[config.mk]
export PLATFORM = sky130hd
export DESIGN_NAME = insn_loader
export DESIGN_NICKNAME = d
export VERILOG_FILES = /design/src/rtl/insn_loader.sv
export SDC_FILE = /design/constraint.sdc
export NUM_CORES = 1
export LEC_CHECK = 0
export BUFFER_PORTS_ARGS = -buffer_cell sky130_fd_sc_hd__buf_2
export CAP_MARGIN = 40
export CORE_UTILIZATION = 30
export CTS_CLUSTER_SIZE = 25
export DETAILED_ROUTE_END_ITERATION = 12
export GPL_ROUTABILITY_DRIVEN = 0
export GPL_TIMING_DRIVEN = 1
export HOLD_SLACK_MARGIN = 0.05
export SLEW_MARGIN = 20
export SYNTH_ARGS = -nofsm -noshare
export SYNTH_HDL_FRONTEND = slang
export SYNTH_SLANG_ARGS = --single-unit
[constraint.sdc]
create_clock -name clk_i -period 3.7 [get_ports clk_i]
set_clock_uncertainty 0.2 [all_clocks]
set_input_delay 0.74 -clock clk_i [delete_from_list [all_inputs] [get_ports clk_i]]
set_output_delay 0.74 -clock clk_i [all_outputs]
set_load 0.1 [all_outputs]
[src/rtl/insn_loader.sv]
// insn_loader: boot loader that parses a little-endian byte stream (word count N,
// then N 32-bit words) and writes the words to instruction memory from address 0.
// The CPU is held in reset until the program is loaded; ebreak re-arms the loader.
module insn_loader #(
  parameter int ADDR_WIDTH = 12,
  parameter int MAX_WORDS  = 4096
) (
  input  logic                  clk_i,
  input  logic                  rstn_i,
  input  logic                  byte_valid_i,
  input  logic [7:0]            byte_i,
  output logic                  byte_ready_o,
  input  logic                  ebreak_i,
  output logic                  insn_mem_wen_o,
  output logic [ADDR_WIDTH-1:0] insn_mem_waddr_o,
  output logic [31:0]           insn_o,
  output logic                  cpu_rstn_o,
  output logic                  done_o,
  output logic                  err_o
);

  localparam logic [1:0]  ST_HDR  = 2'd0;
  localparam logic [1:0]  ST_LOAD = 2'd1;
  localparam logic [1:0]  ST_RUN  = 2'd2;
  localparam logic [1:0]  ST_ERR  = 2'd3;
  localparam logic [31:0] MAX_N   = 32'(MAX_WORDS);

  logic [1:0]            state_r;
  logic [1:0]            state_nxt_s;
  logic [1:0]            byte_cnt_r;
  logic [31:0]           asm_r;
  logic [31:0]           n_r;
  logic [ADDR_WIDTH-1:0] idx_r;
  logic                  ready_r;
  logic                  err_r;
  logic                  wen_r;
  logic [ADDR_WIDTH-1:0] waddr_r;
  logic [31:0]           insn_r;
  logic                  run_r;

  logic                  xfer_s;
  logic                  word_done_s;
  logic [31:0]           word_s;
  logic                  last_word_s;
  logic                  rearm_s;

  assign xfer_s      = byte_valid_i & ready_r;
  assign word_done_s = xfer_s & (byte_cnt_r == 2'd3);
  // The completing byte lands in the top lane; lower lanes are already assembled.
  assign word_s      = {byte_i, asm_r[23:0]};
  assign last_word_s = (({{(32-ADDR_WIDTH){1'b0}}, idx_r} + 32'd1) == n_r);
  assign rearm_s     = (state_r == ST_RUN) & ebreak_i;

  // Next-state selection for the header / load / run / error sequence.
  always_comb begin
    state_nxt_s = state_r;
    case (state_r)
      ST_HDR: begin
        if (word_done_s) begin
          if (word_s == 32'd0) begin
            state_nxt_s = ST_RUN;
          end else if (word_s > MAX_N) begin
            state_nxt_s = ST_ERR;
          end else begin
            state_nxt_s = ST_LOAD;
          end
        end else begin
          state_nxt_s = ST_HDR;
        end
      end
      ST_LOAD: begin
        if (word_done_s && last_word_s) begin
          state_nxt_s = ST_RUN;
        end else begin
          state_nxt_s = ST_LOAD;
        end
      end
      ST_RUN: begin
        if (ebreak_i) begin
          state_nxt_s = ST_HDR;
        end else begin
          state_nxt_s = ST_RUN;
        end
      end
      ST_ERR:  state_nxt_s = ST_ERR;
      default: state_nxt_s = ST_HDR;
    endcase
  end

  // State register plus ready/error flags registered from the next state so they
  // change on the same edge as the state itself.
  always_ff @(posedge clk_i or negedge rstn_i) begin
    if (!rstn_i) begin
      state_r <= ST_HDR;
      ready_r <= 1'b1;
      err_r   <= 1'b0;
    end else begin
      state_r <= state_nxt_s;
      ready_r <= (state_nxt_s == ST_HDR) || (state_nxt_s == ST_LOAD);
      err_r   <= (state_nxt_s == ST_ERR);
    end
  end

  // Byte assembly, word count capture and word index tracking.
  always_ff @(posedge clk_i or negedge rstn_i) begin
    if (!rstn_i) begin
      byte_cnt_r <= 2'd0;
      asm_r      <= 32'd0;
      n_r        <= 32'd0;
      idx_r      <= '0;
    end else if (rearm_s) begin
      byte_cnt_r <= 2'd0;
      asm_r      <= 32'd0;
      n_r        <= 32'd0;
      idx_r      <= '0;
    end else if (xfer_s) begin
      byte_cnt_r <= byte_cnt_r + 2'd1;
      asm_r[{byte_cnt_r, 3'b000} +: 8] <= byte_i;
      if (word_done_s && (state_r == ST_HDR)) begin
        n_r   <= word_s;
        idx_r <= '0;
      end else if (word_done_s && (state_r == ST_LOAD)) begin
        idx_r <= idx_r + 1'b1;
      end
    end
  end

  // Instruction-memory write port: one-cycle enable, address/data held otherwise.
  always_ff @(posedge clk_i or negedge rstn_i) begin
    if (!rstn_i) begin
      wen_r   <= 1'b0;
      waddr_r <= '0;
      insn_r  <= 32'd0;
    end else if (word_done_s && (state_r == ST_LOAD)) begin
      wen_r   <= 1'b1;
      waddr_r <= idx_r;
      insn_r  <= word_s;
    end else begin
      wen_r   <= 1'b0;
    end
  end

  // CPU release lags entry into RUN by one cycle and drops as soon as ebreak re-arms.
  always_ff @(posedge clk_i or negedge rstn_i) begin
    if (!rstn_i) begin
      run_r <= 1'b0;
    end else begin
      run_r <= (state_r == ST_RUN) && !ebreak_i;
    end
  end

  assign byte_ready_o     = ready_r;
  assign err_o            = err_r;
  assign insn_mem_wen_o   = wen_r;
  assign insn_mem_waddr_o = waddr_r;
  assign insn_o           = insn_r;
  assign cpu_rstn_o       = run_r;
  assign done_o           = run_r;

endmodule

==> results.md, run 1 <==
- FP Rows: 48
- GRT overflow: 0
- Critical Setup Path Class: reg -> reg
- First-pass GRT wire length: 22,700 µm
- Syn Nets: 576
- Vias: 4,132
- Async SR Flop Fraction: 1.00
- Input/output buffers: 60
- Initial antenna violation count: 0
- Status: finished, final reports clean
- HPWL Detailed: 9580 µm
- Net count, final: 635
- Largest net degree at the start of global routing: 58
- Compound-cell area share of the yosys netlist: 0.101
- Number of fill cells: 1,762
- Num ports: 61
- Fin Setup TNS: 0 ns
- Startpoint types: flop
- Post-synthesis mux area share: 0.00188
- Worst path max stage delay: 0.50 ns
- Clock latency on the worst-skew pair: 0.43 ns
- Synth area leader: dfrtp_1
- Mapped Cells: 559
- Count leader, synth: nand2_1
- Proportion of layout cells with a drive suffix above 1: 0.190
- Share of total power in combinational logic: 0.300
- Internal: 2.89 mW
- Placed cell count: 822
- Synthesis-to-layout area growth: 21.3%
- Synth Area in Adders: 0.0117
- GRT met2 Usage: 0.267
- Reg clk slew, reported paths: 0.06 ns
- Final period utilization: 0.697
- Largest family of logic cells by synthesized area: simple AND/OR/NAND/NOR gates
- Largest cells by area after synthesis: dfrtp_1 (56%), nand2_1 (15%), a22o_1 (4.1%)
- DR WL/cell: 16.4 µm
- RSZ-0062 raised after global routing: no
- Req. time, crit path: 3.80 ns
- Post-CTS Hold Fix Bufs: 0
- CP delay by family, top: simple AND/OR/NAND/NOR gates
- Num CTS Buffers: 17
- Synthesized flop and latch total: 120
- Total wire length: 14,000 µm
- DRT antenna net count: 0
- Crit-path max FO: 6
- Setup Fix Bufs, Post-CTS: 0
- 1st-pass router iterations: 4
- Number of H-tree levels: 4
- Pwr dens: 755 mW/mm²
- Clock share of power: 0.337
- Share of the yosys chip area belonging to registers: 0.563
- Seq pwr share: 0.364
- Post-synth EDFFs: 0
- Element type at the critical path end: flop
- Simple-gate share of the synthesized area: 0.248
- Number of global-route vias before repair: 4,145
- Buf/Inv on CP: 0
- Avg Cell Area, Syn: 9.54 µm²
- Syn. warnings: 0
- Crit-path cells: ha_1 -> nand3_1 -> or4_1 -> nor4_1 -> nand4_1 -> nor4_2 -> a21oi_1
- CTS Buffer Depth: 2
- Crit path time final: 2.58 ns
- Fmax: 0.388 GHz
- Non-Filler Instances: 856
- Worst path slowest cell: or4_1
- DR iter-0 viols: 362
- CTS Root Cell: clkbuf_16
- FF+latch area: 0.00300 mm²
- Ant. Diodes: 0
- Min-Delay Path Class: in -> async
- Multi-input combinational cell area: 0.00215 mm²
- Via density per instance: 4.83
- Fin. Hold Viols: 0
- Pleak: 3.25 nW
- Grt met3 use: 0.0456
- Die area: 0.0183 mm²
- Clock tree sinks: 120
- Final setup vio count: 0
- Core ar.: 0.0174 mm²
- Psw: 2.00 mW
- DR DRC count: 0
- CTS tree: yes
- Slew headroom: 0.426
- Syn Std Cell Area: 0.00533 mm²
- Peak VDD IR: 0.329 mV
- Share of the synthesized area in the top cell type: 0.558
- Top FF cell, synth: dfrtp_1
- Final Util: 0.373
- Gr busiest metal: met2
- Area share of xor/xnor cells in the synthesized design: 0.0401
- Gr usage total: 0.167
- CTS resizes: 0
- Netlist cell types: 50
- Number of max-cap violations: 0
- Crit path DAT: 2.68 ns
- Initial cell density of the core: 0.307
- GRT met1 Usage: 0.213
- Worst slew pin tran: 0.857 ns
- Die X: 135 µm
- Final Max Tran Viols: 0
- Synth cell count leaders: nand2_1 (212), dfrtp_1 (119), a21oi_1 (32)
- Sw Ratio: 0.409
- Chip Height: 135 µm
==> kinds of logic (layout without fill, tap and decap cells) <==
group / Yosys count / in the layout
adder cells (fa/ha/maj): 5 / 5
flip-flops: 120 / 120
AND/OR/NAND/NOR: 291 / 291
multiplexers: 1 / 1
XOR/XNOR: 21 / 21
buffers and inverters: 38 / 110
AO/OA/AOI/OAI: 83 / 83
==> placed cells by master, fill, tap and decap left out, types with 12 or more instances in the layout <==
master     Yosys  routed
xnor2_1       13      13
nor4_1        17      17
nand3_1       12      12
clkbuf_16      0      17
dfrtp_1      119     119
a21oi_1       32      32
a22o_1        25      25
buf_2          4      59
nand2_1      212     211
o21ai_0       14      14
==> through the flow <==
| stage | hold slack [ns] | worst slack [ns] | total power [mW] | cell area, µm² |
|---|---|---|---|---|
| floorplan | 0.244 | 1.24 | 2.89 | 5330 |
| global placement | 0.255 | 0.835 | 3.25 | 5850 |
| detailed placement | 0.257 | 0.860 | 3.26 | 5870 |
| CTS | 0.134 | 1.13 | 4.92 | 6450 |
| global route | 0.168 | 0.956 | 5.10 | 6470 |
| finish | 0.111 | 1.12 | 4.89 | 6470 |
==> path summary, 6_finish.rpt <==
path                                startpoint                    to  slack (ns)  depth (start not counted)
min reg2reg                insn_mem_waddr_o[1]   insn_mem_waddr_o[1]        0.27                          2
min in group clk_i         insn_mem_waddr_o[1]   insn_mem_waddr_o[1]        0.27                          2
max reg2reg                      byte_cnt_r[0]            state_r[0]        1.12                          7
max in group asynchronous               rstn_i              asm_r[5]        2.39                          2
max                              byte_cnt_r[0]            state_r[0]        1.12                          7
min                                     rstn_i  insn_mem_waddr_o[10]        0.11                          1
==> area by class of cell <==
cell class,count,area share
flip-flops and latches,120,0.464
multi-input cells,401,0.333
clock buffers,19,0.0685
repair buffers,74,0.0661
well taps,225,0.0435
clock inverters,13,0.0222
inverters,4,0.00232
==> power groups by stage <==
stage          clock network [mW]  logic (mW)  registers (mW)
2_1_floorplan                   0       0.533            2.36
3_3_place_gp                    0        1.45            1.80
3_5_place_dp                    0        1.46            1.80
4_1_cts                      1.68        1.46            1.78
5_1_grt                      1.73        1.56            1.81
6_report                     1.65        1.46            1.78
==> per-layer routing <==
| layer | vias up | routed length (µm) |
|---|---|---|
| met3 | 9 | 599 |
| met2 | 99 | 6840 |
| met5 | - | 0 |
| li1 | 2021 | - |
| met1 | 2003 | 6450 |
| met4 | 0 | 123 |
==> registers in the layout, summed over array words and instances, names as in the netlist <==
name / flops
n_r: 32
byte_cnt_r: 2
err_o: 1
insn_mem_wen_o: 1
insn_mem_waddr_o: 12
idx_r: 12
insn_o: 32
asm_r: 24
byte_ready_o: 1
cpu_rstn_o: 1
state_r: 2
Note: power is estimated with default switching activity, not from simulation.
==> inputs of run 2 (changes only) <==
clock period = 2.25 ns   (was 3.7 ns; I/O delays follow)
==> run 2 against run 1 <==
Register-to-register slack got worse by 1.0 ns. Sequential power increased by 59%. Global-route usage decreased by 0.054 points. Worst hold slack improved by 0.095 ns. Critical endpoint unchanged.
==> results.md, run 2 (synthesis gave the netlist of run 1 again) <==
- Setup Fix Bufs, Post-CTS: 0 (unchanged)
- Final Max Tran Viols: 0 (unchanged)
- RSZ-0062 raised after global routing: yes (was no)
- Fin. Hold Viols: 0 (unchanged)
- Pwr dens: 1180 mW/mm² (was 755 mW/mm²)
- Psw: 3.25 mW (was 2.00 mW)
- Initial cell density of the core: 0.307 (unchanged)
- Fmax: 0.464 GHz (was 0.388 GHz)
- Req. time, crit path: 2.34 ns (was 3.80 ns)
- Sw Ratio: 0.400 (was 0.409)
- FP Rows: 48 (unchanged)
- Clock latency on the worst-skew pair: 0.41 ns (was 0.43 ns)
- Fin Setup TNS: 0 ns (unchanged)
- DR WL/cell: 15.5 µm (was 16.4 µm)
- Reg-to-reg endpoint: state_r[0] (unchanged)
- Proportion of layout cells with a drive suffix above 1: 0.250 (was 0.190)
- GRT overflow: 0 (unchanged)
- WHS Path Cells: 4
- Gr usage total: 0.166 (was 0.167)
- Via density per instance: 4.81 (was 4.83)
- Largest net degree at the start of global routing: 38 (was 58)
- Initial antenna violation count: 0 (unchanged)
- Ant. Diodes: 0 (unchanged)
- Number of global-route vias before repair: 4,355 (was 4,145)
- Clock tree sinks: 120 (unchanged)
- Final setup vio count: 0 (unchanged)
- Peak VDD IR: 0.539 mV (was 0.329 mV)
- Critical Setup Path Class: reg -> reg (unchanged)
- Core ar.: 0.0174 mm² (unchanged)
- Element type at the critical path end: flop (unchanged)
- Final period utilization: 0.958 (was 0.697)
- Number of max-cap violations: 0 (unchanged)
- Most common cell after layout, fill and taps aside: nand2_1 (unchanged)
- Min-Delay Path Class: in -> reg (was in -> async)
- CTS Buffer Depth: 2 (unchanged)
- Total wire length: 13,900 µm (was 14,000 µm)
- 1st-pass router iterations: 4 (unchanged)
- Reg2Reg Launch Point: byte_ready_o (was byte_cnt_r[0])
- Slew headroom: 0.461 (was 0.426)
- Vias: 4,321 (was 4,132)
- CTS tree: yes (unchanged)
- Overall power: 8.13 mW (was 4.89 mW)
- Status: finished, final reports clean (unchanged)
- DRT antenna net count: 0 (unchanged)
- Crit path time final: 2.16 ns (was 2.58 ns)
- Worst slew pin tran: 0.804 ns (was 0.857 ns)
- Internal: 4.88 mW (was 2.89 mW)
- Clock share of power: 0.317 (was 0.337)
- Reg clk slew, reported paths: 0.06 ns (about the same)
- Number of fill cells: 1,732 (was 1,762)
- Number of H-tree levels: 4 (unchanged)
- Min-delay src: byte_i[2]
- Net count, final: 678 (was 635)
- CTS Root Cell: clkbuf_16 (unchanged)
- DR DRC count: 0 (unchanged)
- Commonest cells after routing, fill and taps aside: nand2_1 (211), dfrtp_1 (117), buf_2 (59) (was nand2_1 (211), dfrtp_1 (119), buf_2 (59))
- Die X: 135 µm (unchanged)
- Crit path DAT: 2.25 ns (was 2.68 ns)
- Synthesis-to-layout area growth: 28.9% (was 21.3%)
- HPWL Detailed: 9550 µm (was 9580 µm)
- Worst R2R Setup Slack: 0.09 ns (was 1.12 ns)
- Worst Hold End: insn_o[26]
- DR iter-0 viols: 347 (was 362)
- Seq pwr share: 0.348 (was 0.364)
- Crit-path max FO: 3 (was 6)
- Share of total power in combinational logic: 0.334 (was 0.300)
- Pleak: 3.48 nW (was 3.25 nW)
- Num CTS Buffers: 17 (unchanged)
- Num ports: 61 (unchanged)
- Input/output buffers: 60 (unchanged)
- Die area: 0.0183 mm² (unchanged)
- First-pass GRT wire length: 23,100 µm (was 22,700 µm)
- Chip Height: 135 µm (unchanged)
- Startpoint types: flop (unchanged)
- FF-to-FF path depth: 7 (unchanged)
## run 2: stage by stage
stage	hold slack [ns]	util	cell area, µm²	cells	setup slack (ns)
floorplan	-0.0456	-	5340	559	-0.0143
global placement	0.225	0.358	6210	863	-0.0560
detailed placement	0.226	0.358	6220	864	-0.0937
CTS	0.197	0.393	6820	897	0.0175
global route	0.213	0.396	6870	898	-0.0510
finish	0.206	0.396	6870	898	0.0947
## run 2: power by group through the flow
stage / Combinational, mW / Clock [mW] / Sequential [mW]
after floorplan: 0.878 / 0 / 3.89
after global placement: 2.61 / 0 / 2.86
after global routing: 2.91 / 2.72 / 2.88
final: 2.72 / 2.58 / 2.83
after detailed placement: 2.64 / 0 / 2.86
after CTS: 2.68 / 2.63 / 2.83
## run 2: routing by layer
layer,vias up,wire length [µm],global-route usage
li1,2108,-,-
met1,2092,6340,0.212
met2,105,6740,0.272
met3,16,565,0.0408
met4,0,250,0.0593
met5,-,0,0
## run 2: worst max-delay path, cell delays in order, from the launching register on
cell and delay [ns]:
dfstp_4 0.62, nand3_2 0.07, or4_1 0.47, nor4_2 0.16, nand4_1 0.14, nor4_2 0.15
buf_4 0.16, a21oi_1 0.06
## run 2: worst max-delay path by stage
| stage | end | depth (start not counted) | from | slack [ns] |
|---|---|---|---|---|
| final | state_r[0] | 7 | byte_ready_o | 0.09 |
| after global routing | state_r[0] | 8 | idx_r[0] | -0.05 |
| after CTS | state_r[0] | 8 | idx_r[1] | 0.02 |
| after detailed placement | state_r[1] | 8 | byte_i[5] | -0.09 |
| after global placement | state_r[1] | 8 | byte_i[5] | -0.06 |
| after floorplan | state_r[0] | 6 | byte_ready_o | -0.01 |
## run 2: cell type report
type                       instances  area (µm²)  share of cell area
tap                              225         282              0.0410
timing repair buffer             117         786               0.114
inverter                           4        15.0             0.00218
sequential                       120        3010               0.438
clock inverter                     9         101              0.0147
clock buffer                      22         454              0.0661
multi-input combinational        401        2220               0.324
## run 2: timing repair
| item | in CTS | in global routing |
|---|---|---|
| hold buffers | 2 | 0 |
| hold endpoints to repair | 28 | 0 |
| endpoints found under the setup margin | 6 | 5 |
| gates resized for setup | 5 | 9 |
